`config.mk`:
```
export PLATFORM = sky130hd
export DESIGN_NAME = change_fsmd
export DESIGN_NICKNAME = d
export VERILOG_FILES = /design/src/rtl/change_fsmd.sv
export SDC_FILE = /design/constraint.sdc
export NUM_CORES = 1
export LEC_CHECK = 0
export CAP_MARGIN = 20
export CORE_MARGIN = 2
export CORE_UTILIZATION = 55
export CTS_CLUSTER_DIAMETER = 120
export DETAILED_ROUTE_END_ITERATION = 12
export GPL_ROUTABILITY_DRIVEN = 0
export GPL_TIMING_DRIVEN = 0
export PLACE_DENSITY = 0.85
export SYNTH_ARGS = -nofsm -noshare
export SYNTH_HDL_FRONTEND = slang
export SYNTH_SLANG_ARGS = --single-unit
```
`constraint.sdc`:
```
create_clock -name clk -period 4 [get_ports clk]
set_clock_uncertainty 0.1 [all_clocks]
set_input_delay 0.8 -clock clk [delete_from_list [all_inputs] [get_ports clk]]
set_output_delay 0.8 -clock clk [all_outputs]
set_load 0.01 [all_outputs]
```
`src/rtl/change_fsmd.sv`:
```
// Greedy change pay-out FSMD: issues quarters, dimes, then nickels over a req/ack handshake.
// Optional COIN_COUNT_EN adds a saturating coin_count output of coins issued per transaction.
module change_fsmd #(
  parameter int W    = 8,
  parameter int QVAL = 25,
  parameter int DVAL = 10,
  parameter int NVAL = 5
) (
  input  logic         clk,
  input  logic         rst,
  input  logic         start,
  input  logic [W-1:0] amount,
  input  logic         coin_ack,
  output logic         q_out,
  output logic         d_out,
  output logic         n_out,
  output logic         busy,
  output logic         done,
  output logic         err
`ifdef COIN_COUNT_EN
  ,
  output logic [7:0]   coin_count
`endif
);

  typedef enum logic [1:0] {IDLE, SEL, ISSUE, DONE} state_t;
  typedef enum logic [1:0] {S_NONE, S_Q, S_D, S_N} sel_t;

  localparam logic [W-1:0] QV = W'(QVAL);
  localparam logic [W-1:0] DV = W'(DVAL);
  localparam logic [W-1:0] NV = W'(NVAL);

  state_t       state, state_nx;
  sel_t         sel, sel_nx;
  logic [W-1:0] rem, rem_nx;
  logic [W-1:0] coin_val;

  always_ff @(posedge clk) begin
    if (rst) begin
      state <= IDLE;
      sel   <= S_NONE;
      rem   <= '0;
    end else begin
      state <= state_nx;
      sel   <= sel_nx;
      rem   <= rem_nx;
    end
  end

  always_comb begin
    coin_val = '0;
    case (sel)
      S_Q:     coin_val = QV;
      S_D:     coin_val = DV;
      S_N:     coin_val = NV;
      default: coin_val = '0;
    endcase
  end

  always_comb begin
    state_nx = state;
    sel_nx   = sel;
    rem_nx   = rem;
    case (state)
      IDLE: if (start) begin
        rem_nx   = amount;
        state_nx = SEL;
      end
      SEL: begin
        // selection guarantees rem >= coin value, so the subtract never wraps
        state_nx = ISSUE;
        if (rem >= QV)      sel_nx = S_Q;
        else if (rem >= DV) sel_nx = S_D;
        else if (rem >= NV) sel_nx = S_N;
        else begin
          sel_nx   = S_NONE;
          state_nx = DONE;
        end
      end
      ISSUE: if (coin_ack) begin
        rem_nx   = rem - coin_val;
        state_nx = SEL;
      end
      DONE:    state_nx = IDLE;
      default: state_nx = IDLE;
    endcase
  end

  assign q_out = (state == ISSUE) && (sel == S_Q);
  assign d_out = (state == ISSUE) && (sel == S_D);
  assign n_out = (state == ISSUE) && (sel == S_N);
  assign busy  = (state != IDLE);
  assign done  = (state == DONE);
  assign err   = (state == DONE) && (rem != '0);

`ifdef COIN_COUNT_EN
  always_ff @(posedge clk) begin
    if (rst)
      coin_count <= '0;
    else if (state == IDLE && start)
      coin_count <= '0;
    else if (state == ISSUE && coin_ack && coin_count != 8'hFF)
      coin_count <= coin_count + 8'd1;
  end
`endif

endmodule

```
# After elaboration in Yosys (flattened, before gate mapping)
# Index checks and enable logic that the tools add are counted.
[word_totals]
wordCells = 38
input_bits = 12
regBits = 12
output_inout_bits = 6
[op_classes]
n_lt_le_gt_ge = 3
n_addsub = 1
n_mux = 13
eq_ne = 8
n_reduce_logical = 10
[ops]
columns = ["operator", "n"]
rows = [
  ["two-way mux 8 bit", 2],
  ["one-hot mux 8 bit (2 select lines)", 1],
  ["one-hot mux 5 bit (3 select lines)", 1],
  ["two-way mux 2 bit", 5],
  ["equality test 2 bit, second input constant", 4],
  ["greater-or-equal comparator 8 x 3 -> 1 bit, second input constant", 1],
  ["greater-or-equal comparator 8 x 4 -> 1 bit, second input constant", 1],
  ["greater-or-equal comparator 8 x 5 -> 1 bit, second input constant", 1],
  ["one-hot mux 2 bit (4 select lines)", 1],
  ["nonzero test 8 bit", 1],
  ["subtractor 8 bit", 1],
  ["equality test 2 x 1 -> 1 bit, second input constant", 2],
  ["logical AND 1 bit", 4],
  ["inequality test 2 bit, second input constant", 2],
  ["nonzero test 2 bit", 2],
  ["two-way mux 1 bit", 3],
  ["AND reduction 3 bit", 1],
  ["zero test 2 bit", 1],
  ["AND reduction 2 bit", 1],
]

# Longest topological paths before layout
[depth]
ltp_word = 5
ltp_mapped = 10

# Worst setup path after synthesis
# OpenSTA, ideal clock, no wires.
[synth_timing]
path_kind = "register -> register"
startpoint = "register sel[0]"
endpoint = "register rem[6]"
setup_slack_ns = 1.636
arrival_ns = 2.190
n_path_buf = 0
path_stages_with_launch = 10
required_time_ns = 3.826
cell_sequence = "dfxtp_1 -> ha_1 -> or2_2 -> ha_1 -> inv_1 -> fa_1 -> a211oi_2 -> o21ai_0 -> or4b_1 -> a31oi_1"
[synth_between]
elab_chain_len = 5
[synth_lines]
columns = ["item", "line_no", "rtl"]
rows = [
  ["start, declared", "34", "sel_t sel, sel_nx;"],
  ["start signal, assigned", "45", "sel <= sel_nx;"],
  ["equality test 2 bit / equality test 2 x 1 -> 1 bit (equally long branches)", "52", "case (sel)"],
  ["one-hot mux 5 bit (3 select lines) *", "52", ""],
  ["subtractor 8 bit *", "81", "rem_nx = rem - coin_val;"],
  ["two-way mux 8 bit *", "80", "ISSUE: if (coin_ack) begin"],
  ["one-hot mux 8 bit (2 select lines) *", "64", "case (state)"],
  ["end signal, assigned", "46", "rem <= rem_nx;"],
  ["end, declared", "35", "logic [W-1:0] rem, rem_nx;"],
]
# Mark *: on every way between the ends. The rest lies on a longest branch, timed or not. The select of a mux whose other input is x is not followed.
# A chain may end at the register's enable or synchronous reset.

# Final worst setup path
[layout_timing]
startpoint = "register state[1]"
endpoint = "output port n_out"
[layout_between]
elab_chain_len = 2
[layout_lines]
columns = ["item", "line_no", "rtl"]
rows = [
  ["start, declared", "33", "state_t state, state_nx;"],
  ["start signal, assigned", "44", "state <= state_nx;"],
  ["equality test 2 bit", "91", "assign n_out = (state == ISSUE) && (sel == S_N);"],
  ["logical AND 1 bit", "91", ""],
  ["end, declared", "16", "output logic n_out,"],
]
# No other way between the ends.

==> qor.tcl <==
set qor(postCtsSetupRepairBufs) 0
set qor(ys.warnings.count) 0
set qor(final_tns_setup_ns) 0
set qor(cts_resized) 0
set qor(timing.final.hold_violations) 0
set qor(ctsHtreeMaxLevel) 1
set qor(final-max-slew-violation-count) 0
set qor(timing.critical_path.from_type) {flip-flop}
set qor(fin_area_um2) 1240
set qor(crit_path_top_delay_cell) {sky130_fd_sc_hd__clkdlybuf4s50_1}
set qor(synth.cell_area_um2) 1000
set qor(fill_cells) 150
set qor(cts_tree) {yes}
set qor(synth-edff-count) 0
set qor(cts_hold_buf) 0
set qor(fp.coreArea_um2) 1730
set qor(setup.worst_path.end_class) {primary output}
set qor(setup.worst_path.class) {flip-flop to primary output}
set qor(post_dp_cell_area_um2) 1200
set qor(cellPowerDensity_nw_per_um2) 349
set qor(irDropWorstVdd_mv) 0.309
set qor(detailedRoute.firstIterationViolations) 25
set qor(postRouteAntennaNets) 0
set qor(syn_area_per_cell_um2) 7.81
set qor(final.period_utilization_pct) 68.7
set qor(cts_root_buffer) {sky130_fd_sc_hd__clkbuf_4}
set qor(finalWirelength_um) 2360
set qor(detail_route.first_pass.iterations) 4
set qor(yosys-top-cells-area) {sky130_fd_sc_hd__dfxtp_1 24%, sky130_fd_sc_hd__ha_1 11%, sky130_fd_sc_hd__nor2_1 7.1%, sky130_fd_sc_hd__inv_1 3.8%, sky130_fd_sc_hd__o21ai_0 3.0%}
set qor(antenna-diode-count) 0
set qor(instances_no_fill) 174
set qor(synth_flop_cell) {sky130_fd_sc_hd__dfxtp_1}
set qor(numPortBuffers) 17
set qor(placed_cells) 170
set qor(synthesis.nets) 150
set qor(clkSlewWorstSetupHoldPaths_ns) 0.07
set qor(leak_pwr_uw) 0.000492
set qor(cts_buffer_depth) 2
set qor(achievable-frequency_mhz) 364
set qor(crit_path_cell_chain) {or2b_1 > buf_2 > nor2_1 > clkdlybuf4s50_1}
set qor(vias) 997
set qor(max-cap-violations) 0
set qor(worstMarginPinSlew_ns) 0.575
set qor(syn2layout_area_growth_pct) 23.8
set qor(dp_hpwl_um) 1810
set qor(cts_sinks) 12
set qor(synth_top_area_cell) {sky130_fd_sc_hd__dfxtp_1}
set qor(synth_cell_type_count) 45
set qor(min_from) {sel[1]}
set qor(fp.dieH_um) 46.6
set qor(worst_slack_ns) 1.25
set qor(launching_point_of_the_worst_reg2reg_path) {sel[0]}
set qor(arrival_ns) 1.85
set qor(clk_latency_ns) 0.28
set qor(setup_viol_count_final) 0
set qor(critPathMaxStageDelay_ns) 0.53
set qor(via_per_inst) 5.73
set qor(finalNetCount) 172
set qor(seq_area_um2) 240
set qor(first_global_vias) 888
set qor(multiInputGateArea_um2) 703
set qor(worst_ep_required_time_ns) 3.10
set qor(synth_top_area_share_pct) 24.0
set qor(design.die.area_um2) 2170
set qor(synthesis.instances) 128
set qor(seq_area_frac_synth_pct) 24.0
set qor(remaining_global_route_overflow) 0
set qor(number_of_antenna_violations_at_the_first_check_in_global_routing) 0
set qor(die-width_um) 46.6
set qor(floorplan.initialDensity_pct) 57.9
set qor(post-route-min-period_ns) 2.75
set qor(synth-seq-cells) 12
set qor(crit_fanout) 10
set qor(avgRoutedWirePerCell_um) 13.6
set qor(groute.usage.overall_pct) 26.0
set qor(hp-class) {flip-flop to flip-flop}
set qor(std_cell_rows) 15
set qor(outcome) {complete, no violations}
set qor(largest_net_degree_at_the_start_of_global_routing) 11
set qor(grt_setup_unrepaired) {no}
set qor(grt_pass1_wl_um) 3850
set qor(drive_above_1_share_pct) 8.05
set qor(relSlewSlack_pct) 61.4
set qor(remaining_drc_errors) 0
set qor(cts_buffers) 3
set qor(synth_async_sr_flop_share_pct) 0
set qor(pin_count) 18
set qor(critPathLaunch) {state[1]}
set qor(detailedPlace.worstSlack_ns) 1.35
sequential cells by signal (all words and copies together), names as in the netlist:
signal	count
state	2
sel	2
rem	8
synth_stat cells (2+ instances only):
| cell | instances |
|---|---|
| sky130_fd_sc_hd__inv_1 | 10 |
| sky130_fd_sc_hd__nor3b_1 | 3 |
| sky130_fd_sc_hd__ha_1 | 9 |
| sky130_fd_sc_hd__nor2b_1 | 3 |
| sky130_fd_sc_hd__and2_0 | 2 |
| sky130_fd_sc_hd__a21oi_1 | 4 |
| sky130_fd_sc_hd__o211ai_1 | 3 |
| sky130_fd_sc_hd__a31oi_1 | 3 |
| sky130_fd_sc_hd__nand3_1 | 4 |
| sky130_fd_sc_hd__nand2_1 | 7 |
| sky130_fd_sc_hd__o21ai_0 | 6 |
| sky130_fd_sc_hd__and2_1 | 2 |
| sky130_fd_sc_hd__a211oi_1 | 2 |
| sky130_fd_sc_hd__nor3_1 | 5 |
| sky130_fd_sc_hd__dfxtp_1 | 12 |
| sky130_fd_sc_hd__mux2i_1 | 2 |
| sky130_fd_sc_hd__buf_2 | 3 |
| sky130_fd_sc_hd__a311oi_1 | 2 |
| sky130_fd_sc_hd__nor2_1 | 19 |
| sky130_fd_sc_hd__or2_2 | 2 |
path summary, 6_finish.rpt:
check / endpoint / slack (ns) / depth (start not counted)
max reg2reg: rem[6] / 1.31 / 9
max: n_out / 1.25 / 4
min reg2reg: sel[1] / 0.44 / 2
min: sel[1] / 0.44 / 2
report_power, final:
part           switching [µW]  leakage [µW]  total [µW]  internal [µW]
Sequential               22.7     0.0000989         156            133
Combinational            92.0      0.000372         176           83.9
Clock                    44.1     0.0000210        99.5           55.4
layout by cell type, fill, tap and decap left out, types with 2 or more instances in the layout:
cell / synthesis / routed
sky130_fd_sc_hd__ha_1: 9 / 9
sky130_fd_sc_hd__nor3_1: 5 / 5
sky130_fd_sc_hd__and2_0: 2 / 2
sky130_fd_sc_hd__nor3b_1: 3 / 3
sky130_fd_sc_hd__a211oi_1: 2 / 2
sky130_fd_sc_hd__nor2b_1: 3 / 3
sky130_fd_sc_hd__a31oi_1: 3 / 3
sky130_fd_sc_hd__nand2_1: 7 / 7
sky130_fd_sc_hd__nor2_1: 19 / 19
sky130_fd_sc_hd__inv_1: 10 / 10
sky130_fd_sc_hd__buf_2: 3 / 3
sky130_fd_sc_hd__nand3_1: 4 / 4
sky130_fd_sc_hd__dfxtp_1: 12 / 12
sky130_fd_sc_hd__o21ai_0: 6 / 6
sky130_fd_sc_hd__a311oi_1: 2 / 2
sky130_fd_sc_hd__clkdlybuf4s50_1: 0 / 17
sky130_fd_sc_hd__o211ai_1: 3 / 3
sky130_fd_sc_hd__or2_2: 2 / 2
sky130_fd_sc_hd__clkbuf_4: 0 / 3
sky130_fd_sc_hd__and2_1: 2 / 2
sky130_fd_sc_hd__mux2i_1: 2 / 2
sky130_fd_sc_hd__a21oi_1: 4 / 4
worst max-delay path, delay by kind of cell (launching register included):
| family | cells | cell delay [ns] |
|---|---|---|
| AND/OR/NAND/NOR | 2 | 0.39 |
| buffers and inverters | 2 | 0.73 |
| flip-flops | 1 | 0.46 |
metrics by stage:
stage / hold WS (ns) / util [%] / power [µW]
3_5_place_dp: 0.436 / 69.6 / 330
6_report: 0.442 / 71.7 / 431
2_1_floorplan: 0.383 / - / 280
4_1_cts: 0.451 / 71.7 / 433
5_1_grt: 0.489 / 71.7 / 462
3_3_place_gp: 0.423 / 69.6 / 321
final cells by class:
type / count / share of cell area [%]
Buffer: 4 / 1.52
Sequential cell: 12 / 19.4
Clock buffer: 4 / 2.93
Inverter: 10 / 3.03
Timing Repair Buffer: 17 / 13.8
Multi-Input combinational cell: 102 / 56.8
Tap cell: 25 / 2.53
cells by family after synthesis:
kind of cell | count (synthesis) | share of synthesized area [%]
AND/OR/NAND/NOR | 56 | 29.8
multiplexers | 3 | 3.50
buffers and inverters | 14 | 5.63
XOR/XNOR | 1 | 0.876
adder cells (fa/ha/maj) | 10 | 13.3
AO/OA/AOI/OAI | 32 | 22.9
flip-flops | 12 | 24.0
per-layer routing:
layer / GRT usage [%] / vias to the layer above / wire [µm]
li1: - / 504 / -
met1: 31.5 / 458 / 1050
met2: 42.5 / 27 / 1150
met3: 7.06 / 8 / 98
met4: 11.7 / 0 / 59
met5: 0 / - / 0
Note: power is estimated with default switching activity, not from simulation.
==> RTL edit 1, RTL diff (same settings) <==
The option `COIN_COUNT_EN` is turned on by a define.
--- a/src/rtl/change_fsmd.sv
+++ b/src/rtl/change_fsmd.sv
@@ -2,2 +2,4 @@
 // Optional COIN_COUNT_EN adds a saturating coin_count output of coins issued per transaction.
+`define COIN_COUNT_EN
+
 module change_fsmd #(
Function (old outputs only; new: coin_count): kept (Yosys induction, for registers that start in step).
==> RTL edit 1 against the original RTL <==
Total power is 20% higher; via count is 22% higher; sequential cell count is 8 higher; worst setup slack worse by 0.21 ns; critical path type unchanged; wire length is 25% higher; design area is 29% higher; critical path depth stayed put; area after synthesis is 28% higher.
==> RTL edit 1: results <==
[power]
vdd_drop_max_uv = 266
sw_frac_of_total = 0.331
leakagePower_nw = 0.582

[global_routing]
grt_max_degree = 12
grt_pass1_vias = 1179
grt.total_usage = 0.250
grt_pass1_wl_mm = 5.09
use_met1 = 0.328
groute.layer.met2.usage = 0.405
grt.met3_usage = 0.0429

[clock_tree]
clk_latency_ns = 0.31
cts.reportedPaths.clkPinSlew_ns = 0.12
max-clock-path-buffers = 2

[setup_path]
crit_start = rem[6]
reg2reg_slack_ns = 1.49
crit_path_max_fanout = 5
reg2regPathDepth = 11
reg2reg_from = sel[1]
critPathArrivalTime_ns = 2.06

[synth]
synth.area.mux_share = 0.0333
synth_cell_types = 39
syn_nets = 181
synth_xor_area_frac = 0.0548
synthAdderAreaFrac = 0.114
seq_area_frac_synth = 0.313
synth_compound_gate_area_share = 0.182
synthTopCellsByArea = dfxtp_1 (31%), ha_1 (9.8%), nor2_1 (6.2%), nand2_1 (4.1%), a21oi_1 (3.9%)

[place]
dp_hpwl_mm = 2.24
portBuffers = 25

[worst_hold_path]
min_from = rem[2]

[finish]
post_route_cells_drive_above_1_share = 0.0481
nNetsFinal = 211
reg_top3 = coin_count: 8 flops, rem: 8 flops

[outcome]
status = finished clean

[routing]
drt_iter0_markers = 35
viasPerCell = 5.65

[timing]
max_slew_margin = 0.598
==> RTL edit 1: cells by family after synthesis <==
kind of cell    Yosys count
simple gates             64
compound gates           35
flops                    20
buf+inv                  16
fa+ha+maj                11
xor+xnor                  8
mux                       4
==> RTL edit 1: final timing paths <==
path / end
worst max-delay path: err
worst min-delay path: rem[2]
worst max register to register: rem[6]
worst min register to register: rem[2]
==> RTL edit 1: cell type report <==
class / instances / area (um^2)
buffer: 6 / 37.5
timing repair buffer: 25 / 250
tap: 28 / 35.0
clock buffer: 4 / 36.3
multi-input combinational: 122 / 803
inverter: 10 / 37.5
fill: 187 / 612
sequential: 20 / 400
==> RTL edit 1: power by group through the flow <==
stage | logic, mW | registers (mW) | clock network [mW]
CTS | 0.165 | 0.229 | 0.122
detailed placement | 0.164 | 0.233 | 0
floorplan | 0.121 | 0.229 | 0
global route | 0.189 | 0.231 | 0.127
global placement | 0.158 | 0.232 | 0
finish | 0.167 | 0.229 | 0.121
==> RTL edit 1: per-layer routing <==
layer / part of all wire / vias up / wire [um]
li1: - / 615 / -
met3: 0.061 / 10 / 179
met1: 0.45 / 549 / 1330
met2: 0.46 / 41 / 1370
met4: 0.026 / 0 / 77
met5: 0 / - / 0
==> RTL edit 1: through the flow <==
stage / utilization / hold slack [ns] / worst slack [ns] / cell area [um^2] / std cells
2_1_floorplan: - / 0.370 / 1.76 / 1280 / 158
3_3_place_gp: 0.707 / 0.397 / 1.36 / 1560 / 211
3_5_place_dp: 0.707 / 0.402 / 1.32 / 1560 / 211
4_1_cts: 0.723 / 0.424 / 1.07 / 1600 / 215
5_1_grt: 0.723 / 0.471 / 0.948 / 1600 / 215
6_report: 0.723 / 0.428 / 1.04 / 1600 / 215
==> RTL edit 1: worst max-delay path, stage by stage (launching register included) <==
cell and delay (ns):
dfxtp_1 0.36, or3_1 0.44, nor3_1 0.29, a21boi_0 0.16, clkdlybuf4s50_1 0.50
==> RTL edit 2, RTL diff (same flow settings) <==
Made on the original files. The 4 states of `state_t` get a Gray code encoding in 2 bits.
--- a/src/rtl/change_fsmd.sv
+++ b/src/rtl/change_fsmd.sv
@@ -25,3 +25,3 @@
 
-  typedef enum logic [1:0] {IDLE, SEL, ISSUE, DONE} state_t;
+  typedef enum logic [1:0] {IDLE = 2'b00, SEL = 2'b01, ISSUE = 2'b11, DONE = 2'b10} state_t;
   typedef enum logic [1:0] {S_NONE, S_Q, S_D, S_N} sel_t;
Check against the original RTL: no difference found for any inputs over 10 cycles, from zero or initial values and one cycle with rst high; not proved beyond that.
==> RTL edit 2 against the original RTL <==
Sequential share of layout area is 0.71 points higher; synthesized cell count is 4.7% lower; area after synthesis is 3.4% lower; wire length is 2.2% lower; highest routed layer unchanged; design area is 3.5% lower; worst setup slack worse by 0.078 ns; sequential power is 6% lower; core utilization is 1.0 points lower; total power is 6.3% lower; sequential cell count stayed put; global-route usage is 2.2 points lower; register-to-register slack better by 0.24 ns; largest power group unchanged.
==> RTL edit 2: results <==
[setup_path]
crit_start = rem[5]
reg2reg_slack_ns = 1.55
max_stage_delay_ns = 0.49
critical-path-top-delay-family = simple AND/OR/NAND/NOR gates
endpoint = err
crit_path_max_fanout = 6
reg2reg_from = sel[1]
critPathArrivalTime_ns = 1.93
reg2regPathDepth = 10

[place]
place_ws_ns = 1.50
dp_hpwl_mm = 1.75
portBuffers = 17
placed_cell_area_um2 = 1160
dp_cells = 156

[finish]
reg_top3 = rem: 8 flops, sel: 2 flops, state: 2 flops
post_route_cells_drive_above_1_share = 0.0909
nNetsFinal = 166
final_cells = 160
antenna_cells = 0

[routing]
drt_iter0_markers = 24
dr_total_vias = 978
routedWlPerCell_um = 14.4
dr.pass1.iters = 6

[worst_hold_path]
holdPathStages = 2
hp-class = flip-flop to flip-flop
min_from = sel[1]

[clock_tree]
cts.reportedPaths.clkPinSlew_ns = 0.08
root_buffer = clkbuf_4
cts_buffers = 3
clk_latency_ns = 0.27
max-clock-path-buffers = 2
post_cts_resized = 0

[global_routing]
antenna_found_initial = 0
grt_max_degree = 11
grt.total_usage = 0.238
grt_pass1_wl_mm = 3.61
grt_pass1_vias = 818

[synth]
ys_top_cells_by_count = dfxtp_1 (12), nand2_1 (12), nor2_1 (11)
synth_xor_area_frac = 0.00907
synth.area.mux_share = 0.0117
syn_nets = 144
ys.flop_type = dfxtp_1
seq_area_frac_synth = 0.249
synth_compound_gate_area_share = 0.293
synth_cell_types = 43
syn_avg_cell_area_um2 = 7.92
synthAdderAreaFrac = 0.137
synthTopCellsByArea = dfxtp_1 (25%), ha_1 (12%), a211oi_1 (4.7%), nand2_1 (4.7%), nor2_1 (4.3%)

[timing]
fin_hold_ws_ns = 0.412
min_period_ns = 2.83
worst_pin_slew_ns = 0.537
finalSetupViolCount = 0

[outcome]
status = finished clean

[power]
leakagePower_nw = 0.456
vdd_drop_max_uv = 186
## RTL edit 2: power breakdown
group | total, mW | switching [mW] | internal (mW)
clock network | 0.0989 | 0.0436 | 0.0553
logic | 0.159 | 0.0839 | 0.0752
registers | 0.146 | 0.0146 | 0.132
## RTL edit 2: per-layer routing
metal,vias to the layer above,wire length [um],track usage
met3,2,94,0.0437
li1,498,-,-
met5,-,0,0
met2,33,1090,0.375
met4,0,11,0.0743
met1,445,1120,0.324
## RTL edit 2: area by class of cell
class	instances	area, um^2	share of cell area
Buffer	4	27.5	0.0231
Timing Repair Buffer	17	170	0.143
Inverter	9	33.8	0.0283
Sequential cell	12	240	0.201
Clock buffer	4	36.3	0.0304
Multi-Input combinational cell	97	664	0.557
Tap cell	17	21.3	0.0178
